===== src/rtl/atm_keypad_entry.sv =====
// atm_keypad_entry: keypad front end for the ATM controller.
// Collects decimal key presses into a BCD shift buffer, converts them to a
// 16-bit binary value one digit per cycle, and presents the result (or an
// error code) with a valid/ack handshake.
`timescale 1ns/1ps
module atm_keypad_entry #(
   parameter int PIN_DIGITS     = 4,
   parameter int MAX_DIGITS     = 5,
   parameter int MAX_AMOUNT     = 10000,
   parameter int TIMEOUT_CYCLES = 1000
) (
   input  logic        clk,
   input  logic        rst,
   input  logic        card_inserted,
   input  logic        mode,
   input  logic        start,
   input  logic        key_valid,
   input  logic [3:0]  key_code,
   input  logic        value_ack,
   output logic [15:0] value,
   output logic        value_valid,
   output logic        error_valid,
   output logic [1:0]  entry_error,
   output logic [2:0]  digit_count,
   output logic        busy
);

   localparam int             BW        = 4 * MAX_DIGITS;
   localparam int             TW        = $clog2(TIMEOUT_CYCLES) + 1;
   localparam logic [TW-1:0]  TIMER_MAX = TW'(TIMEOUT_CYCLES - 1);
   localparam logic [2:0]     PIN_LIM   = 3'(PIN_DIGITS);
   localparam logic [2:0]     MAX_LIM   = 3'(MAX_DIGITS);
   localparam logic [16:0]    AMT_LIM   = 17'(MAX_AMOUNT);

   localparam logic [3:0] K_CLEAR  = 4'd10;
   localparam logic [3:0] K_BACK   = 4'd11;
   localparam logic [3:0] K_ENTER  = 4'd12;
   localparam logic [3:0] K_CANCEL = 4'd13;

   typedef enum logic [2:0] {
      S_IDLE,
      S_COLLECT,
      S_CONVERT,
      S_HOLD,
      S_ERR
   } state_t;

   state_t          r_state;
   logic            r_busy;
   logic            r_mode;
   logic [BW-1:0]   r_bcd;
   logic [2:0]      r_count;
   logic [2:0]      r_idx;
   logic [16:0]     r_acc;
   logic [TW-1:0]   r_timer;
   logic [15:0]     r_value;
   logic            r_value_valid;
   logic            r_error_valid;
   logic [1:0]      r_entry_error;

   logic [3:0]      w_digit [0:7];
   logic [3:0]      w_cur_digit;
   logic [16:0]     w_acc_next;
   logic [2:0]      w_limit;
   logic            w_key_accepted;
   logic            w_is_digit;
   logic            w_enter_bad;

   // Expose each buffered BCD digit by position; unused slots read as zero
   // so the 3-bit conversion index can never select garbage.
   genvar gi;
   generate
      for (gi = 0; gi < 8; gi++) begin : g_digit
         if (gi < MAX_DIGITS) begin : g_used
            assign w_digit[gi] = r_bcd[gi*4 +: 4];
         end else begin : g_unused
            assign w_digit[gi] = 4'd0;
         end
      end
   endgenerate

   assign w_cur_digit    = w_digit[r_idx];
   assign w_acc_next     = (r_acc * 17'd10) + {13'd0, w_cur_digit};
   assign w_limit        = r_mode ? MAX_LIM : PIN_LIM;
   assign w_is_digit     = (key_code <= 4'd9);
   // Codes 14-15 are treated as if no key was pressed at all.
   assign w_key_accepted = key_valid && (key_code <= K_CANCEL);
   assign w_enter_bad    = r_mode ? (r_count == 3'd0) : (r_count != PIN_LIM);

   assign value       = r_value;
   assign value_valid = r_value_valid;
   assign error_valid = r_error_valid;
   assign entry_error = r_entry_error;
   assign digit_count = r_count;
   assign busy        = r_busy;

   // Entry state machine: collect, convert oldest-digit-first, then hold the
   // result or error until acknowledged. Card removal wipes all PIN traces.
   always_ff @(posedge clk or negedge rst) begin
      if (!rst) begin
         r_state       <= S_IDLE;
         r_busy        <= 1'b0;
         r_mode        <= 1'b0;
         r_bcd         <= '0;
         r_count       <= 3'd0;
         r_idx         <= 3'd0;
         r_acc         <= 17'd0;
         r_timer       <= '0;
         r_value       <= 16'd0;
         r_value_valid <= 1'b0;
         r_error_valid <= 1'b0;
         r_entry_error <= 2'd0;
      end else if (!card_inserted) begin
         r_state       <= S_IDLE;
         r_busy        <= 1'b0;
         r_bcd         <= '0;
         r_count       <= 3'd0;
         r_acc         <= 17'd0;
         r_timer       <= '0;
         r_value       <= 16'd0;
         r_value_valid <= 1'b0;
         r_error_valid <= 1'b0;
      end else begin
         case (r_state)
            S_IDLE: begin
               if (start) begin
                  r_state       <= S_COLLECT;
                  r_busy        <= 1'b1;
                  r_mode        <= mode;
                  r_bcd         <= '0;
                  r_count       <= 3'd0;
                  r_entry_error <= 2'd0;
                  r_timer       <= '0;
               end
            end

            S_COLLECT: begin
               if (w_key_accepted) begin
                  // Any accepted key restarts the inactivity timer, and it
                  // takes precedence over a timeout on the same edge.
                  r_timer <= '0;
                  if (w_is_digit) begin
                     if (r_count < w_limit) begin
                        r_bcd   <= {r_bcd[BW-5:0], key_code};
                        r_count <= r_count + 3'd1;
                     end
                  end else if (key_code == K_CLEAR) begin
                     r_bcd   <= '0;
                     r_count <= 3'd0;
                  end else if (key_code == K_BACK) begin
                     if (r_count != 3'd0) begin
                        r_bcd   <= {4'd0, r_bcd[BW-1:4]};
                        r_count <= r_count - 3'd1;
                     end
                  end else if (key_code == K_ENTER) begin
                     if (w_enter_bad) begin
                        r_state       <= S_ERR;
                        r_error_valid <= 1'b1;
                        r_entry_error <= 2'd1;
                     end else begin
                        r_state <= S_CONVERT;
                        r_acc   <= 17'd0;
                        r_idx   <= r_count - 3'd1;
                     end
                  end else begin
                     // Cancel: drop the entry silently and leave no digits.
                     r_state <= S_IDLE;
                     r_busy  <= 1'b0;
                     r_bcd   <= '0;
                     r_count <= 3'd0;
                  end
               end else if (r_timer == TIMER_MAX) begin
                  r_state       <= S_ERR;
                  r_error_valid <= 1'b1;
                  r_entry_error <= 2'd3;
               end else begin
                  r_timer <= r_timer + TW'(1);
               end
            end

            S_CONVERT: begin
               r_acc <= w_acc_next;
               if (r_idx == 3'd0) begin
                  if (r_mode && (w_acc_next > AMT_LIM)) begin
                     r_state       <= S_ERR;
                     r_error_valid <= 1'b1;
                     r_entry_error <= 2'd2;
                  end else begin
                     r_state       <= S_HOLD;
                     r_value       <= w_acc_next[15:0];
                     r_value_valid <= 1'b1;
                  end
               end else begin
                  r_idx <= r_idx - 3'd1;
               end
            end

            S_HOLD: begin
               if (value_ack) begin
                  r_state       <= S_IDLE;
                  r_busy        <= 1'b0;
                  r_value_valid <= 1'b0;
               end
            end

            S_ERR: begin
               if (value_ack) begin
                  r_state       <= S_IDLE;
                  r_busy        <= 1'b0;
                  r_error_valid <= 1'b0;
               end
            end

            default: begin
               r_state <= S_IDLE;
               r_busy  <= 1'b0;
            end
         endcase
      end
   end

endmodule

===== config.mk =====
export PLATFORM = sky130hd
export DESIGN_NAME = atm_keypad_entry
export DESIGN_NICKNAME = d
export VERILOG_FILES = /design/src/rtl/atm_keypad_entry.sv
export SDC_FILE = /design/constraint.sdc
export NUM_CORES = 1
export LEC_CHECK = 0
export CORE_UTILIZATION = 54
export DETAILED_ROUTE_END_ITERATION = 12
export GPL_ROUTABILITY_DRIVEN = 1
export MAX_ROUTING_LAYER = met4
export PLACE_DENSITY = 0.74
export SYNTH_ARGS = -nofsm -noshare
export SYNTH_HDL_FRONTEND = slang
export SYNTH_SLANG_ARGS = --single-unit
export TNS_END_PERCENT = 50

===== constraint.sdc =====
create_clock -name clk -period 11.19 [get_ports clk]
set_input_delay 2.238 -clock clk [delete_from_list [all_inputs] [get_ports clk]]
set_output_delay 2.238 -clock clk [all_outputs]
set_load 0.005 [all_outputs]

==> impl_metrics.tcl <==
set metrics [dict create \
    status "complete, no violations" \
    viasPerCell 6.160 \
    netSwitchingFraction 0.3873 \
    min_path_type "reg2reg" \
    final_cell_mix "78 x dfrtp_1, 54 x nor2_1, 46 x nand2_1, 38 x o21ai_0, 36 x a21oi_1" \
    wirelength_mm 12.03 \
    antenna_found_initial 0 \
    num_antenna_cells 0 \
    hold_violations 0 \
    power_switching_w 0.0003455 \
    rows 35 \
    synth_seq_cells 78 \
    cts_hold_buf 0 \
    synth_cell_types 74 \
    clock_latency_ns 0.36 \
    drc 0 \
    avgSynthCellArea_sq_um 9.106 \
    numCtsBuffers 9 \
    dieWidth_um 100.3 \
    rsz0062_at_grt "no" \
    area_growth_pct 11.80 \
    grt_max_degree 79 \
    synth_top_flop_cell "dfrtp_1" \
    dieArea_sq_um 10060 \
    cpPeakStageDelay_ns 0.81 \
    drive_gt1_frac 0.06333 \
    dr.pass1.iters 5 \
    syn_area_sq_um 5218 \
    final_nets 642 \
    timing_worst_slew_pin_value_ns 1.293 \
    end_kind "register" \
    cts_tree "done" \
    timing.hold.ws_ns 0.4974 \
    grt_first_pass_wirelength_mm 20.56 \
    fin_setup_tns_ns 0 \
    clock_power_share 0.244 \
    grt_pass1_vias 4241 \
    skew_ns 0.01523 \
    synth_top_cell_by_area "dfrtp_1" \
    p_total_w 0.0008920 \
    p_int_w 0.0005465 \
    synth.area.top_cells "dfrtp_1 37%, ha_1 8.2%, nor2_1 3.9%, o21ai_0 3.6%, a22o_1 3.5%" \
    ioPinCount 35 \
    start_util 0.5620 \
    path_max_fanout 44 \
    clkTransAtPathRegs_ns 0.09 \
    synthArstFlopShare 1.000 \
    slew-limit-headroom 0.1360 \
    synth_cells 573 \
    powerDensity_nw_per_um2 152.9 \
    seq_power_share 0.432 \
    yosysWarnings 0 \
    dpl.cell_count 713 \
    fmax_mhz 204.2 \
    crit_path_start_kind "primary input" \
    cp_cell_sequence "clkdlybuf4s50_1, inv_1, a31oi_1, mux2i_1, o31ai_1, a21boi_2, buf_4, mux2_2" \
    setup_viol 0 \
    ys_seq_area_frac 0.3741 \
    syn-num-nets 620 \
    ctsLongestPathBuffers 2 \
    slew_viol_final 0 \
    crit_required_ns 11.44 \
    post_cts_resized 0 \
    synth_edf_count 0 \
    critPathSlowestCell "o31ai_1" \
    utilization 0.6283 \
    grt.total_usage 0.2658 \
    vdd_ir_drop_max_mv 0.07739 \
    p_leak_nw 2.636 \
    gp_congestion 0.8827 \
    yosys.area.top_type_share 0.3741 \
    root_buffer "clkbuf_8" \
    post-route-period-util 0.4377 \
    vias 4491 \
    finalCriticalPeriod_ns 4.898 \
    cp.arrival_ns 5.15 \
    final_common_cell "dfrtp_1" \
    io_buffer_count 34 \
    overflow 0 \
    max_cap_violations 0 \
    wire_per_inst_um 16.50 \
    hpwl_mm 8.764 \
    drtIter0Drc 209 \
    ant_nets 0 \
    fp.coreArea_sq_um 9284 \
    dieHeight_um 100.3 \
    post-cts-setup-buffer-count 0 \
    finalNonFillerCells 729 \
    combPwrFrac 0.323 \
    cts_num_sinks 78 \
    critPathKind "in2reg" \
    htreeDepth 3 \
]
-- synthesized netlist by cell type (4+ instances only) --
cell type / n
inv_1: 30
and3_1: 5
o22a_1: 4
o2bb2ai_1: 6
ha_1: 34
dfrtp_1: 78
a22o_1: 21
nand4_1: 6
o22ai_1: 8
a22oi_1: 13
mux2i_1: 11
nand2b_1: 4
o211ai_1: 4
a21oi_1: 36
o21ai_0: 38
nor3_1: 15
xor2_1: 12
o31ai_1: 4
clkbuf_1: 20
or3_1: 4
xnor2_1: 13
nor2b_1: 5
nand2_1: 46
a21o_1: 8
nor2_1: 54
nand3_1: 18
a31oi_1: 6
-- logic make-up (layout without fill, tap and decap cells) --
group | Yosys count | in the layout | share of synthesized area
AOI/OAI and AO/OA | 187 | 187 | 0.2583
muxes | 14 | 14 | 0.02758
buffers and inverters | 54 | 81 | 0.04077
adders and majority gates | 36 | 36 | 0.08921
and+or+nand+nor | 178 | 178 | 0.1650
DFF | 78 | 78 | 0.3741
xor gates and xnor gates | 26 | 26 | 0.04508
-- per-stage QoR --
| step | setup WS (ns) | instance area [sq um] |
|---|---|---|
| floorplan | 6.809 | 5218 |
| global placement | 6.022 | 5628 |
| detailed placement | 5.964 | 5628 |
| CTS | 6.306 | 5833 |
| global route | 6.052 | 5833 |
| finish | 6.292 | 5833 |
-- layout make-up --
class / instances / area [sq um]
Clock inverter: 6 / 67.56
Clock buffer: 10 / 137.6
Sequential cell: 78 / 1952
Multi-Input combinational cell: 441 / 3057
Fill cell: 800 / 3451
Timing Repair Buffer: 35 / 345.3
Tap cell: 129 / 161.4
Inverter: 30 / 112.6
-- per-layer routing --
layer / track usage / share of wire / vias up
li1: - / - / 2171
met3: 0.04318 / 0.032 / 21
met1: 0.3575 / 0.47 / 2207
met5: - / 0 / -
met4: 0.09030 / 0.021 / 0
met2: 0.4099 / 0.47 / 92
-- critical path: cells and delay by family --
kind / cells / cell delay [ns]
compound gates: 3 / 1.39
buf+inv: 3 / 1.00
mux: 2 / 0.51
-- sequential cells by signal (all words and copies together) (netlist names) --
register and flops:
r_bcd 20, r_acc 16, value 16, r_timer 11
digit_count 3, r_idx 3, r_state 3, entry_error 2
busy 1, error_valid 1, r_mode 1, value_valid 1
-- power groups by stage --
stage               registers (W)  clock network [W]  logic (W)
finish                   0.000386           0.000218   0.000288
global route             0.000394           0.000238   0.000326
CTS                      0.000385           0.000223   0.000286
detailed placement       0.000390                  0   0.000284
global placement         0.000389                  0   0.000276
floorplan                0.000358                  0   0.000226
-- worst paths after layout --
check                          start           to  slack (ns)  cells after the start
setup / recovery           key_valid     r_bcd[3]        6.29                      8
hold / removal             value[12]    value[12]        0.50                      1
setup reg to reg            r_acc[1]     value[0]        6.62                     14
hold reg to reg            value[12]    value[12]        0.50                      1
max in group asynchronous        rst  r_timer[10]        8.51                      1
min in group asynchronous        rst     value[3]        2.00                      1
Power figures use the tool's default switching activity.
==> RTL edit, RTL diff (same flow settings) <==
Add an input register stage for `mode`, `key_valid` and `key_code`, without a reset; this delays them by one clock. The other inputs are not delayed to match.
--- a/src/rtl/atm_keypad_entry.sv
+++ b/src/rtl/atm_keypad_entry.sv
@@ -46,4 +46,14 @@
    } state_t;
 
+   logic mode_q;
+   logic key_valid_q;
+   logic [3:0] key_code_q;
+
+   always_ff @(posedge clk) begin
+      mode_q      <= mode;
+      key_valid_q <= key_valid;
+      key_code_q  <= key_code;
+   end
+
    state_t          r_state;
    logic            r_busy;
@@ -83,7 +93,7 @@
    assign w_acc_next     = (r_acc * 17'd10) + {13'd0, w_cur_digit};
    assign w_limit        = r_mode ? MAX_LIM : PIN_LIM;
-   assign w_is_digit     = (key_code <= 4'd9);
+   assign w_is_digit     = (key_code_q <= 4'd9);
    // Codes 14-15 are treated as if no key was pressed at all.
-   assign w_key_accepted = key_valid && (key_code <= K_CANCEL);
+   assign w_key_accepted = key_valid_q && (key_code_q <= K_CANCEL);
    assign w_enter_bad    = r_mode ? (r_count == 3'd0) : (r_count != PIN_LIM);
 
@@ -127,5 +137,5 @@
                   r_state       <= S_COLLECT;
                   r_busy        <= 1'b1;
-                  r_mode        <= mode;
+                  r_mode        <= mode_q;
                   r_bcd         <= '0;
                   r_count       <= 3'd0;
@@ -142,16 +152,16 @@
                   if (w_is_digit) begin
                      if (r_count < w_limit) begin
-                        r_bcd   <= {r_bcd[BW-5:0], key_code};
+                        r_bcd   <= {r_bcd[BW-5:0], key_code_q};
                         r_count <= r_count + 3'd1;
                      end
-                  end else if (key_code == K_CLEAR) begin
+                  end else if (key_code_q == K_CLEAR) begin
                      r_bcd   <= '0;
                      r_count <= 3'd0;
-                  end else if (key_code == K_BACK) begin
+                  end else if (key_code_q == K_BACK) begin
                      if (r_count != 3'd0) begin
                         r_bcd   <= {4'd0, r_bcd[BW-1:4]};
                         r_count <= r_count - 3'd1;
                      end
-                  end else if (key_code == K_ENTER) begin
+                  end else if (key_code_q == K_ENTER) begin
                      if (w_enter_bad) begin
                         r_state       <= S_ERR;
Behaviour: not the same (Yosys sat finds a counterexample within 4 cycles, from zero or initial values and one cycle with rst low).
==> RTL edit against the original RTL <==
Synthesized area is 4.0% higher. Sequential cell count is 6 higher. Wire length is 2.6% higher. Setup slack better by 0.21 ns. Die area is 3.9% higher. Cell count is 5.1% higher. Hold slack worse by 0.028 ns. Final area is 3.0% higher.
Power is not compared: it rests on default switching activity, and its combinational part moved more than twofold at a synthesized area within 25%.
==> RTL edit: results (changes against the original RTL) <==
• 4.74% — share of layout cells above drive strength 1, -1.6 points
• 4.88 ns — Arr. time, crit path, -0.27 ns
• 193 — violation count after the first detailed-routing iteration, -7.7%
• 0.0121 ns — worst clock skew on the final layout, -0.00315 ns
• 0 — Synth warnings, unchanged
• 6.13 ns — dpl ws, +0.161 ns
• nand2_1, dfrtp_1, o21ai_0 — leading cell types by count after synthesis
• 84 — register bit count reported by yosys, +7.7%
• 0 — number of diodes added for antenna fixing, unchanged
• 0.35 ns — Worst-Skew Late Latency
• 67 — count of different cell masters after synthesis, -9.5%
• 5.75% — Final non-clock buffer share, -0.17 points
• 26.5% — Global Route Usage Sum, -0.081 points
• 0.90 ns — max incr delay on CP, +0.09 ns
• 17 — Inverters, -43%
• 0 ns — Fin Setup TNS, unchanged
• 3.87% — parity-gate share of the synthesized area counting xor and xnor cells, -0.64 points
• 9010 µm — dpl hpwl, +2.8%
• 21.0% — worst max-slew margin expressed relative to the limit, +7.4 points
• 20 — flip-flop count of the largest register after layout, unchanged
• reg -> reg — classification of the worst-slack hold path
• 14 — total of clock buffers placed in the layout, +4
• 35 — count of plain and timing-repair buffers, unchanged
• dfrtp_1, ha_1, nand2_1, o21ai_0, mux2i_1 — synth top area cells
• 2 — Longest Clk Path Bufs, unchanged
• nand2_1 — cell with the largest stage delay on the worst path
• 3.92% — proportion of synthesized area in mux cells, +1.2 points
• mode_q$_DFF_P_ — start point of the worst min-delay path
• 0 — number of resized instances in the post-cts repair step, unchanged
• 21000 µm — wire length of the first global-routing pass, +2.4%
• 4 — Detailed Routing Iterations Pass 1, -1
• 52.7% — share of the final layout cell area in multi-input gates, +0.26 points
• 46 — critical path fanouts, max, +4.5%
• 4638 — routed via count, +3.3%
• r_bcd — register with the most flip-flops
• start — source of the critical timing path
• 2070 µm² — sequential cell area, +6.2%
• 12300 µm — total wire length after detailed routing, +2.6%
• 8.58% — arithmetic-cell share of the synthesized area counting full adders, half adders and majority gates, -0.35 points
• 481 — multi-input combinational cell count, +9.1%
• completed — status
• 0.07 ns — Reg clk slew, reported paths, -0.02 ns
• 38.2% — register area share after synthesis, +0.76 points
• 847 — fillcell total, +5.9%
• 79 — pin count of the biggest net entering global routing, unchanged
• 14 — depth of the worst register-to-register path, unchanged
• 92.9% — asr flop ratio synth, -7.1 points
• 4408 — via count of the first global-routing pass, +3.9%
• 0.848 — routability congestion estimate, -3.9%
• 9 — number of buffers added by the clock tree synthesis step, unchanged
• 3.29% — fraction of area in clock buffers and inverters, -0.23 points
• 3 — H-tree depth, unchanged
• 22.0% — Synth Area in Compound Gates, -3.8 points
• 660 — syn_nets, +6.5%
• r_idx[0]$_DFFE_PN0P_ — Crit Reg-Reg Startpoint
• 675 — # nets final, +5.1%
[RTL edit: cell types whose count changed in the layout (fill, tap and decap cells not counted), moves of 11 or more]
cell | before | now
a21oi_1 | 36 | 16
a22o_1 | 21 | 10
inv_1 | 30 | 17
nand2_1 | 46 | 97
nor2_1 | 54 | 36
o21ai_0 | 38 | 66
[RTL edit: routing by layer]
layer / vias up / wire (µm) / track usage (%)
met5: - / 0 / -
met4: 0 / 250 / 8.57
met3: 25 / 446 / 5.20
met2: 94 / 5930 / 41.7
met1: 2267 / 5710 / 34.4
li1: 2252 / - / -
[RTL edit: where the power goes]
group          internal [mW]  switching (mW)  total [mW]
registers              0.319          0.0281       0.347
logic                 0.0547          0.0792       0.134
clock network          0.115           0.101       0.216
[RTL edit: worst register-to-register path, stage by stage (launching register included)]
cell      delay, ns
dfrtp_1        0.69
mux2i_1        0.29
nor2_1         0.06
a21oi_1        0.13
o22ai_1        0.14
ha_1           0.24
fa_1           0.42
xor2_1         0.19
or4_1          0.48
a221oi_1       0.35
or4_4          0.22
a31oi_4        0.09
o31ai_2        0.59
a21oi_1        0.19
o22a_1         0.23
[RTL edit: worst paths after layout]
path,end,slack (ns)
min in group asynchronous,value[5]$_DFFE_PN0P_,2.03
setup / recovery,digit_count[2]$_DFFE_PN0P_,6.50
hold reg to reg,r_mode$_DFFE_PN0P_,0.47
setup reg to reg,entry_error[1]$_DFFE_PN0P_,6.78
max in group asynchronous,r_acc[11]$_DFFE_PN0P_,8.49
hold / removal,r_mode$_DFFE_PN0P_,0.47
[RTL edit: stage by stage]
stage          instance area [µm²]  std cells  utilization, %
4_1_cts                       6010        766            61.5
5_1_grt                       6010        766            61.5
2_1_floorplan                 5430        613               -
3_5_place_dp                  5810        750            59.5
6_report                      6010        766            61.5
3_3_place_gp                  5810        750            59.5
